## config.mk

```make
export PLATFORM = sky130hd
export DESIGN_NAME = wtg_next_pc
export DESIGN_NICKNAME = d
export VERILOG_FILES = /design/src/rtl/wtg_next_pc.sv
export SDC_FILE = /design/constraint.sdc
export NUM_CORES = 1
export LEC_CHECK = 0
export CAP_MARGIN = 20
export CORE_ASPECT_RATIO = 1.2
export CORE_MARGIN = 8
export CORE_UTILIZATION = 30
export CTS_BUF_LIST = sky130_fd_sc_hd__clkbuf_16
export CTS_CLUSTER_SIZE = 16
export DETAILED_ROUTE_END_ITERATION = 8
export GPL_TIMING_DRIVEN = 0
export REMOVE_ABC_BUFFERS = 1
export SLEW_MARGIN = 10
export SYNTH_ARGS = -nofsm -noshare
export SYNTH_HDL_FRONTEND = slang
export SYNTH_SLANG_ARGS = --single-unit
export TNS_END_PERCENT = 10
```

## constraint.sdc

```tcl
create_clock -name clk -period 4.9 [get_ports clk]
set_input_delay 0.98 -clock clk [delete_from_list [all_inputs] [get_ports clk]]
set_output_delay 0.98 -clock clk [all_outputs]
set_load 0.1 [all_outputs]
```

## src/rtl/wtg_next_pc.sv

```systemverilog
// wtg_next_pc: "Where To Go" next-PC unit for the single-cycle core.
// Computes the next PC and branch-taken flag combinationally from the decoded
// jump/branch op, operands and PC+4, and keeps a copy registered on retire.
// Optional build macro: WTG_STAT_EN adds retired taken-branch and jump counters.
module wtg_next_pc #(
    parameter int unsigned OP_W = 3
) (
    input  logic            clk,
    input  logic            rst_n,
    input  logic            en,
    input  logic [OP_W-1:0] op,
    input  logic [31:0]     off32,
    input  logic [25:0]     imm26,
    input  logic [31:0]     data_x,
    input  logic [31:0]     data_y,
    input  logic [31:0]     pc_4,
    output logic [31:0]     pc_new,
    output logic            branched,
    output logic [31:0]     pc_new_q,
    output logic            branched_q
`ifdef WTG_STAT_EN
    ,
    output logic [31:0]     taken_cnt,
    output logic [31:0]     jump_cnt
`endif
);

    localparam int unsigned PC_W = 32;

    localparam logic [OP_W-1:0] OP_J32  = OP_W'(0);
    localparam logic [OP_W-1:0] OP_J26  = OP_W'(1);
    localparam logic [OP_W-1:0] OP_BEQ  = OP_W'(2);
    localparam logic [OP_W-1:0] OP_BNE  = OP_W'(3);
    localparam logic [OP_W-1:0] OP_BLEZ = OP_W'(4);
    localparam logic [OP_W-1:0] OP_BGTZ = OP_W'(5);
    localparam logic [OP_W-1:0] OP_BLTZ = OP_W'(6);
    localparam logic [OP_W-1:0] OP_BGEZ = OP_W'(7);

    logic [PC_W-1:0] off_bytes;
    logic [PC_W-1:0] bt;
    logic            x_neg;
    logic            x_zero;
    logic            taken;

    logic [PC_W-1:0] pc_new_d;
    logic            branched_d;

    // Word offset scaled to bytes; the add wraps modulo 2^32.
    assign off_bytes = off32 << 2;
    assign bt        = pc_4 + off_bytes;
    assign x_neg     = data_x[31];
    assign x_zero    = (data_x == '0);

    // Next-PC select; unknown or unlisted ops fall through to sequential PC.
    always_comb begin
        pc_new   = pc_4;
        branched = 1'b0;
        taken    = 1'b0;
        case (op)
            OP_J32:  pc_new = data_x;
            OP_J26:  pc_new = {pc_4[31:28], imm26, 2'b00};
            OP_BEQ:  taken  = (data_x == data_y);
            OP_BNE:  taken  = (data_x != data_y);
            OP_BLEZ: taken  = x_neg | x_zero;
            OP_BGTZ: taken  = ~x_neg & ~x_zero;
            OP_BLTZ: taken  = x_neg;
            OP_BGEZ: taken  = ~x_neg;
            default: taken  = 1'b0;
        endcase
        if (taken) begin
            pc_new   = bt;
            branched = 1'b1;
        end
    end

    // Retire-gated next values for the registered copy.
    always_comb begin
        pc_new_d   = pc_new_q;
        branched_d = branched_q;
        if (en) begin
            pc_new_d   = pc_new;
            branched_d = branched;
        end
    end

    // Registered copy for the downstream stage.
    always_ff @(posedge clk or negedge rst_n) begin
        if (!rst_n) begin
            pc_new_q   <= '0;
            branched_q <= 1'b0;
        end else begin
            pc_new_q   <= pc_new_d;
            branched_q <= branched_d;
        end
    end

`ifdef WTG_STAT_EN
    logic [31:0] taken_cnt_q;
    logic [31:0] taken_cnt_d;
    logic [31:0] jump_cnt_q;
    logic [31:0] jump_cnt_d;
    logic        is_jump;

    assign is_jump = (op == OP_J32) || (op == OP_J26);

    // Counter increments on retired taken branches and jumps; both wrap.
    always_comb begin
        taken_cnt_d = taken_cnt_q;
        jump_cnt_d  = jump_cnt_q;
        if (en && branched) begin
            taken_cnt_d = taken_cnt_q + 32'd1;
        end
        if (en && is_jump) begin
            jump_cnt_d = jump_cnt_q + 32'd1;
        end
    end

    // Statistics counter registers.
    always_ff @(posedge clk or negedge rst_n) begin
        if (!rst_n) begin
            taken_cnt_q <= '0;
            jump_cnt_q  <= '0;
        end else begin
            taken_cnt_q <= taken_cnt_d;
            jump_cnt_q  <= jump_cnt_d;
        end
    end

    assign taken_cnt = taken_cnt_q;
    assign jump_cnt  = jump_cnt_q;
`endif

endmodule

```

# == Yosys cells after proc, flatten, opt, wreduce, memory -nomap -nowiden ==
# Index checks and enable logic that the tools add are counted.
# word_totals
mem_bits_rw,0
latchBits,0
mem_count,0
mem_bits_ro,0
out_inout_bits,66
regBits,33
input_bits,160
# classes
eq_ne,9
n_addsub,1
n_reduce_logical,2
n_bitwise,4
mul,0
muxes,4
n_shift,0
n_div,0
magnitude_cmp,0
# op_table
op,count
$pmux W32 S2,1
$add A32 B32 Y32,1
$eq A32 B32 Y1,1
$logic_not A32 Y1,1
$mux W32,1
$ne A32 B32 Y1,1
$eq A3 B3 Y1 const B,4
$eq A3 B2 Y1 const B,2
$pmux W1 S6,1
$eq A3 B1 Y1 const B,1
$logic_not A3 Y1,1
$not A1 Y1,2
$and A1 B1 Y1,1
$mux W1,1
$or A1 B1 Y1,1

# == Logic depth before layout (Yosys ltp) ==
# Gate-level depths: netlist of the first run.
# logic_depth
depth_word,5
ltp_mapped,10
mapped_depth_nobuf,10

# == Worst setup path before layout of the first run ==
# Ideal clock, no wire load.
# synth_path
path_type,input-to-output
start,in data_x[15]
end,out pc_new[24]
path_buffers,1
cell_stages,9
t_required_ns,3.920
arrival_ns,4.823
path_slack_ns,-0.903
cell_sequence,xor2_1 -> nor4_1 -> nand4_1 -> nor2_1 -> xnor2_1 -> o31a_1 -> clkinv_1 -> clkbuf_1 -> mux2i_1
# synth_via
elab_chain_cells,5
word_cells_on_any_way,8
cone_classes,2 x eq/ne; 2 x mux; 3 x bitwise; 1 x reduce/logical
# synth_rtl
item,line,rtl
"start, declared",14,"input logic [31:0] data_x,"
$logic_not A32 Y1,52,assign x_zero = (data_x == '0);
$not A1 Y1,65,OP_BGTZ: taken = ~x_neg & ~x_zero;
$and A1 B1 Y1,65,
$pmux W1 S6 *,59,case (op)
$mux W32 *,70,if (taken) begin
"end, declared",17,"output logic [31:0] pc_new,"
# Every way passes the cells marked *; elsewhere a longest branch is shown, timed or not.

# == Final worst setup path of the first run ==
# layout_path
start,in pc_4[6]
end,out pc_new[31]
# layout_via
elab_chain_cells,2
# layout_rtl
item,line,rtl
"start, declared",16,"input logic [31:0] pc_4,"
$add A32 B32 Y32,50,assign bt = pc_4 + off_bytes;
$mux W32,70,
# No other way between the ends.

==> results.cfg, run 1 <==
[run_status]
status = finished, final reports clean

[final_layout]
seqCellArea_sq_um = 826
drive_above_1_share = 0.167
fin_area_sq_um = 7290
area_delta_synth_final_pct = 68.0
final_nets = 939
num_antenna_cells = 0
multi_input_area_sq_um = 3710
fill_cells = 1394

[routing]
drt_iter0_drc = 317
drtAntennaViolNets = 0
dr.pass1.iters = 5
routed_wl_mm = 20.1
vias_per_cell = 5.45
drc_errors = 0
via_count = 5037
routedWlPerCell_um = 21.7

[global_routing]
grt-ovfl-total = 0
grt_pass1_wl_mm = 30.2
grt_pass1_vias = 5423
groute.usage.overall = 0.206
antenna_found_initial = 0
grt_max_degree = 56

[cts]
numCtsBuffers = 5
cts.clk_slew.worst_paths_ns = 0.06
h-tree-depth = 2
cts_max_path_buffers = 2
cts_tree = built
root_buffer = clkbuf_16
cts.sinks = 33
clock_latency_ns = 0.28

[critical_path]
cp_top_family = simple AND/OR/NAND/NOR gates
required_ns = 3.92
r2r_cells = 3
cp_num_buf_inv = 2
crit_fanout = 5
cp-start-kind = input port
end_kind = output port
max_stage_delay_ns = 0.54
crit_chain = clkdlybuf4s50_1 > ha_4 > o21a_1 > and4_4 > or4b_4 > o2111ai_4 > a31oi_4 > or4_4 > nand3_2 > buf_12
cp_slowest_cell = or4b_4
worstSetupPathType = input port to output port
crit_cells = 10
arrival_ns = 3.91

[placed_design]
place_congestion = 0.937
hpwl_mm = 16.3
portBuffers = 223
placed_cell_area_sq_um = 6730

[die]
rows = 48
die_area_sq_um = 18600
io_pins = 226
die_w_um = 126
initial_core_util = 0.304
core_area_sq_um = 14300
die-height_um = 148

[logic_synthesis]
yosysMostFrequentCell = a21oi_1
synth_xor_area_frac = 0.113
synth-simple-area-share = 0.173
avgSynthCellArea_sq_um = 8.13
synth_top_family_by_area = compound AO/OA/AOI/OAI gates
synthArstFlopShare = 1.00
synth_edf_count = 0
syn_inst = 534
synth.ff_latch_count = 33
yosysWarnings = 0
synth_fa_ha_area_frac = 0.0882
synth-compound-area-share = 0.218
ys_seq_area_frac = 0.190
syn_area_sq_um = 4340
synth.area.mux_share = 0.180
yosysTopAreaCellShare = 0.190
ys.flop_type = dfrtp_1
synth_area_leaders = dfrtp_1, mux2i_1, xor2_1
synth_top_cell_by_area = dfrtp_1
synthTopCellsByCount = a21oi_1, mux2i_1, nor2_1
synthDistinctLibCells = 56

[timing]
setup_viol = 0
fmax_mhz = 205
relSlewSlack = 0.319
worstMarginPinSlew_ns = 1.02
finalClockSkew_ns = 0
fin_crit_sh = 0.997
slew_viol_final = 0
final_hold_viol_count = 0
whs_ns = 0.495
period_minus_slack_ns = 4.89
rsz0062_at_grt = yes

[power_and_ir_drop]
seqPwrFrac = 0.154
p_leak_nw = 3.21
internal-power_w = 0.00101
switchingPower_w = 0.00129
power_w = 0.00229
powerDensity_nw_per_um2 = 315
pwr-share-clk = 0.138
swShare = 0.561
combPwrFrac = 0.708
ir_drop_mv = 0.219

[hold_path]
hold_class = flip-flop to flip-flop
holdPathStages = 2

[flow_run]
cap_violations = 0
==> what timing repair did <==
item / CTS / global route
setup endpoints to repair: 31 / 27
pin swaps: 6 / 11
gates resized for setup: 216 / 59
buffers inserted: 2 / 6
hold buffers: 0 / 0
==> placed cells by master, fill, tap and decap left out, drive strengths merged, types with 3 or more instances in the layout <==
master,synthesis,final
clkdlybuf4s50,0,166
a21oi,54,54
mux2i,49,49
nor2,48,48
xor2,44,44
nand2,34,34
dfrtp,33,33
buf,5,33
ha,29,29
mux2,26,26
a21o,24,24
o21ai,21,21
dlymetal6s2s,0,19
inv,16,17
nor4,15,15
clkbuf,20,13
xnor2,12,12
a31oi,10,10
nand3,10,10
a211oi,8,8
or3,6,6
and3,6,6
nand4,5,5
and2,5,5
and4,5,5
o31ai,5,5
nor3,4,4
o211ai,4,4
o21bai,4,4
dlygate4sd2,0,4
nand3b,3,3
or2,3,3
==> routing by layer <==
layer | GRT usage | routed length [um] | part of all wire | up-vias
met5 | 0 | 0 | 0 | -
met4 | 0.0597 | 405 | 0.020 | 0
met3 | 0.0512 | 1330 | 0.066 | 28
met2 | 0.366 | 10100 | 0.50 | 214
met1 | 0.239 | 8240 | 0.41 | 2400
li1 | - | - | - | 2395
==> worst register-to-register path, stage by stage (launching register included) <==
cell     delay [ns]
dfrtp_1        0.38
nand2_1        0.07
o31a_1         0.13
o21ai_0        0.07
==> logic make-up after synthesis <==
group,after synthesis
xor gates and xnor gates,56
muxes,75
buffers and inverters,42
and+or+nand+nor,150
DFF,33
adders and majority gates,30
AOI/OAI and AO/OA,148
==> worst paths after layout <==
path                               from           end  slack [ns]
max                             pc_4[6]    pc_new[31]        0.01
min                        pc_new_q[28]  pc_new_q[28]        0.50
max reg2reg                pc_new_q[24]  pc_new_q[24]        4.15
min reg2reg                pc_new_q[28]  pc_new_q[28]        0.50
max in group asynchronous         rst_n   pc_new_q[1]        3.76
min in group asynchronous         rst_n  pc_new_q[19]        0.66
==> per-stage QoR <==
stage / util / TNS [ns] / setup WS [ns] / instances
finish: 0.510 / 0 / 0.0134 / 924
CTS: 0.491 / -0.472 / -0.112 / 918
floorplan: - / -62.75 / -2.53 / 509
detailed placement: 0.471 / -55.60 / -2.20 / 909
global placement: 0.468 / -118.96 / -3.32 / 907
global route: 0.510 / -0.103 / -0.0545 / 924
==> layout make-up <==
class / count / area share
repair buffers: 233 / 0.320
well taps: 175 / 0.0300
multi-input cells: 459 / 0.508
inverters: 17 / 0.0105
clock buffers: 5 / 0.0172
clock inverters: 2 / 0.00103
flip-flops and latches: 33 / 0.113
==> flip-flops by register name (all words and copies together) (netlist names) <==
register / count
branched_q: 1
pc_new_q: 32
==> power groups by stage <==
stage,logic (W),clock network (W),registers (W)
global route,0.00169,0.000331,0.000360
floorplan,0.000692,0,0.000756
global placement,0.00156,0,0.000356
CTS,0.00159,0.000323,0.000354
finish,0.00163,0.000316,0.000354
detailed placement,0.00157,0,0.000358
(Power assumes the default switching activity.)
==> run 2, diff against run 1 <==
- CTS_CLUSTER_DIAMETER: not set -> 120
- PLACE_DENSITY_LB_ADDON: not set -> 0.15
==> results.cfg, run 2 (synthesis results as in run 1) <==
[run_status]
status = complete, but fails checks
violations = setup timing

[routing]
routedWlPerCell_um = 21.5
routed_wl_mm = 19.8
via_count = 4901
drc_errors = 0
drt_iter0_drc = 227
drtAntennaViolNets = 0
dr.pass1.iters = 4
vias_per_cell = 5.32

[final_layout]
reg.largest.list = pc_new_q (32), branched_q (1)
area_delta_synth_final_pct = 64.6
top_register = pc_new_q
fill_cells = 1407
instances_no_fill = 922
num_antenna_cells = 0
largest_reg_flops = 32
mostFrequentLayoutCell = clkdlybuf4s50_1
final_cell_mix = clkdlybuf4s50_1, a21oi_1, mux2i_1
final_nets = 937
drive_above_1_share = 0.162

[timing]
finalClockSkew_ns = 0
worstMarginPinSlew_ns = 1.03
setup_viol = 1
rsz0062_at_grt = yes
period_minus_slack_ns = 4.92
fin_crit_sh = 1.00
whs_ns = 0.489
fin_tns_setup_ns = -0.0198
relSlewSlack = 0.311
fmax_mhz = 203
slew_viol_final = 0
worst_slack_ns = -0.0198
final_hold_viol_count = 0

[global_routing]
antenna_found_initial = 2
grt_pass1_vias = 5332
grt-ovfl-total = 0
grt_max_degree = 56
groute.usage.overall = 0.206
grt_pass1_wl_mm = 29.9

[critical_path]
rrSetupSlack_ns = 4.13
reg2reg_from = pc_new_q[21]
required_ns = 3.92
worstReg2RegEnd = pc_new_q[21]
arrival_ns = 3.94
crit_fanout = 5
max_stage_delay_ns = 0.53
end_kind = output port
cp-start-kind = input port
r2r_cells = 1
cp_slowest_cell = or4b_4
crit_chain = clkdlybuf4s50_1 > ha_2 > o21a_1 > and4_4 > or4b_4 > o2111ai_4 > a31oi_4 > or4_4 > nand3_2 > buf_12
worstSetupPathType = input port to output port

[die]
die-height_um = 148
initial_core_util = 0.304
rows = 48
die_w_um = 126
io_pins = 226
die_area_sq_um = 18600
core_area_sq_um = 14300

[flow_run]
cap_violations = 0

[placed_design]
place_inst = 909
portBuffers = 223
hpwl_mm = 16.2
dp_slack_ns = -2.12
place_congestion = 0.895

[cts]
clock_latency_ns = 0.29
numCtsBuffers = 5
hold_buffers = 0
cts.sinks = 33
cts.clk_slew.worst_paths_ns = 0.06
h-tree-depth = 2
cts_max_path_buffers = 2
cts_tree = built
root_buffer = clkbuf_16

[power_and_ir_drop]
ir_drop_mv = 0.203
p_leak_nw = 3.05
powerDensity_nw_per_um2 = 317
power_w = 0.00226

[hold_path]
hold_class = input port to async pin
## run 2: repair_timing
item | in CTS | in global routing
hold endpoints to repair | 0 | 0
gates resized for setup | 215 | 52
cloned | 0 | 0
buffers inserted | 2 | 4
pin swaps | 8 | 6
endpoints found under the setup margin | 31 | 29
## run 2: where the power goes
part | leakage [nW] | switching [W] | internal, W
Clock | 0.0685 | 0.000126 | 0.000182
Combinational | 2.59 | 0.00112 | 0.000485
Sequential | 0.391 | 0.0000261 | 0.000327
Total | 3.05 | 0.00127 | 0.000994
## run 2: through the flow
step                       util  instance area [sq um]
after floorplan               -                   4240
after global placement    0.468                   6690
after detailed placement  0.470                   6720
after CTS                 0.486                   6950
after global routing      0.500                   7140
final                     0.500                   7140
## run 2: final cells by class
cell class                      instances  area (sq um)  share of cell area
Timing Repair Buffer                  231          2250               0.315
Sequential cell                        33           826               0.116
Clock inverter                          2          7.51             0.00105
Multi-Input combinational cell        459          3640               0.510
Inverter                               17          76.3              0.0107
Clock buffer                            5           125              0.0175
Tap cell                              175           219              0.0306
## run 2: metal layers
metal | share of wire | up-vias | global-route usage
met1 | 0.39 | 2300 | 0.223
met3 | 0.066 | 27 | 0.0577
li1 | - | 2399 | -
met5 | 0.0011 | - | 0
met4 | 0.020 | 4 | 0.0536
met2 | 0.52 | 171 | 0.386
## run 2: worst max path at each step
stage / startpoint / end
floorplan: data_x[15] / pc_new[29]
global placement: op[0] / pc_new[29]
detailed placement: data_x[19] / pc_new[29]
CTS: off32[9] / pc_new[31]
global route: pc_4[6] / pc_new[31]
finish: pc_4[6] / pc_new[31]
## run 2: worst max-delay path, delay by kind of cell
kind,cells,cell delay (ns)
AND/OR/NAND/NOR,4,1.33
buffers and inverters,2,0.67
AO/OA/AOI/OAI,3,0.65
adder cells (fa/ha/maj),1,0.31
==> run 3, diff against run 2 <==
- CAP_MARGIN: 20 -> not set
- GPL_ROUTABILITY_DRIVEN: not set -> 0
- SETUP_SLACK_MARGIN: not set -> 0.15
==> results.cfg, run 3 (synthesis results as in run 1) <==
[flow_run]
cap_violations = 0

[die]
die_w_um = 126
core_area_sq_um = 14300
initial_core_util = 0.304
rows = 48
io_pins = 226
die-height_um = 148
die_area_sq_um = 18600

[cts]
cts_max_path_buffers = 2
clock_latency_ns = 0.28
root_buffer = clkbuf_16
cts.sinks = 33
numCtsBuffers = 5
hold_buffers = 0
h-tree-depth = 2
cts_tree = built
cts.clk_slew.worst_paths_ns = 0.06

[run_status]
status = finished, final reports clean

[power_and_ir_drop]
internal-power_w = 0.00103
ir_drop_mv = 0.183
seqPwrFrac = 0.152
p_leak_nw = 3.55
pwr-share-clk = 0.131
powerDensity_nw_per_um2 = 307
switchingPower_w = 0.00129
swShare = 0.555
combPwrFrac = 0.716

[critical_path]
cp_slowest_cell = or4b_4
arrival_ns = 3.69
max_stage_delay_ns = 0.54
crit_fanout = 6
cp-start-kind = input port
crit_chain = clkdlybuf4s50_1 > ha_2 > a21o_1 > a211oi_2 > or4b_4 > o2111ai_4 > a31oi_4 > or4_4 > nand3_4 > buf_12
required_ns = 3.92
worstSetupPathType = input port to output port
end_kind = output port

[timing]
finalClockSkew_ns = 0
worstMarginPinSlew_ns = 1.03
period_minus_slack_ns = 4.67
final_hold_viol_count = 0
fmax_mhz = 214
worst_slack_ns = 0.231
rsz0062_at_grt = no
slew_viol_final = 0
fin_crit_sh = 0.953
setup_viol = 0
fin_tns_setup_ns = 0
relSlewSlack = 0.308

[routing]
vias_per_cell = 5.45
routed_wl_mm = 20.2
routedWlPerCell_um = 21.7
drt_iter0_drc = 237
dr.pass1.iters = 4
via_count = 5073
drtAntennaViolNets = 0
drc_errors = 0

[final_layout]
drive_above_1_share = 0.201
mostFrequentLayoutCell = clkdlybuf4s50_1
fin_area_sq_um = 7570
fill_cells = 1365
multi_input_area_sq_um = 3830
seqCellArea_sq_um = 826
final_nets = 945
final_cell_mix = clkdlybuf4s50_1, dlymetal6s2s_1, a21oi_1
largest_reg_flops = 32
reg.largest.list = pc_new_q (32), branched_q (1)
area_delta_synth_final_pct = 74.4
top_register = pc_new_q

[hold_path]
hold_class = flip-flop to flip-flop

[global_routing]
grt_pass1_vias = 5363
grt_pass1_wl_mm = 30.0
groute.usage.overall = 0.206
grt_max_degree = 56
antenna_found_initial = 2
grt-ovfl-total = 0

[placed_design]
portBuffers = 223
placed_cell_area_sq_um = 6720
dp_slack_ns = -2.10
hpwl_mm = 16.1
==> run 3: critical path: cells and delay by family <==
| kind | cells | cell delay, ns |
|---|---|---|
| AOI/OAI and AO/OA | 4 | 0.79 |
| and+or+nand+nor | 3 | 1.07 |
| adders and majority gates | 1 | 0.23 |
| buffers and inverters | 2 | 0.60 |
==> run 3: worst paths after layout <==
kind	slack (ns)	end	depth (start not counted)	from
worst max-delay path	0.23	pc_new[31]	10	off32[17]
worst min-delay path	0.48	pc_new_q[18]	2	pc_new_q[18]
worst max register to register	4.13	pc_new_q[24]	3	pc_new_q[24]
worst min register to register	0.48	pc_new_q[18]	2	pc_new_q[18]
max in group asynchronous	4.01	pc_new_q[4]	2	rst_n
min in group asynchronous	0.49	pc_new_q[31]	1	rst_n
==> run 3: layer usage <==
metal / GRT usage / vias to the layer above / routed length [um]
met5: 0 / - / 11
met4: 0.0681 / 2 / 546
met3: 0.0479 / 32 / 1300
met2: 0.383 / 201 / 10400
met1: 0.226 / 2433 / 7860
li1: - / 2405 / -
==> run 3: final cells by class <==
cell class,instances,area share
multi-input combinational,460,0.506
timing repair buffer,238,0.327
sequential,33,0.109
tap,175,0.0289
clock buffer,5,0.0165
inverter,17,0.0106
clock inverter,2,0.000992
antenna,1,0.000331
==> run 3: power by group through the flow <==
stage          logic [W]  registers [W]  clock network (W)
6_report         0.00166       0.000353           0.000305
5_1_grt          0.00173       0.000361           0.000326
4_1_cts          0.00161       0.000353           0.000315
3_5_place_dp     0.00157       0.000358                  0
3_3_place_gp     0.00156       0.000355                  0
2_1_floorplan   0.000692       0.000756                  0
==> run 3: timing repair <==
action,in CTS,in global routing
setup endpoints to repair,34,31
gates resized for setup,246,113
pin swaps,9,29
gates cloned,0,1
setup buffers,2,11
==> run 3: metrics by stage <==
step | instances | power (W) | utilization | hold WS [ns]
6_report | 931 | 0.00232 | 0.530 | 0.483
3_3_place_gp | 907 | 0.00192 | 0.468 | 0.471
2_1_floorplan | 509 | 0.00145 | - | 0.684
4_1_cts | 918 | 0.00228 | 0.494 | 0.483
5_1_grt | 931 | 0.00242 | 0.530 | 0.492
3_5_place_dp | 909 | 0.00192 | 0.470 | 0.469
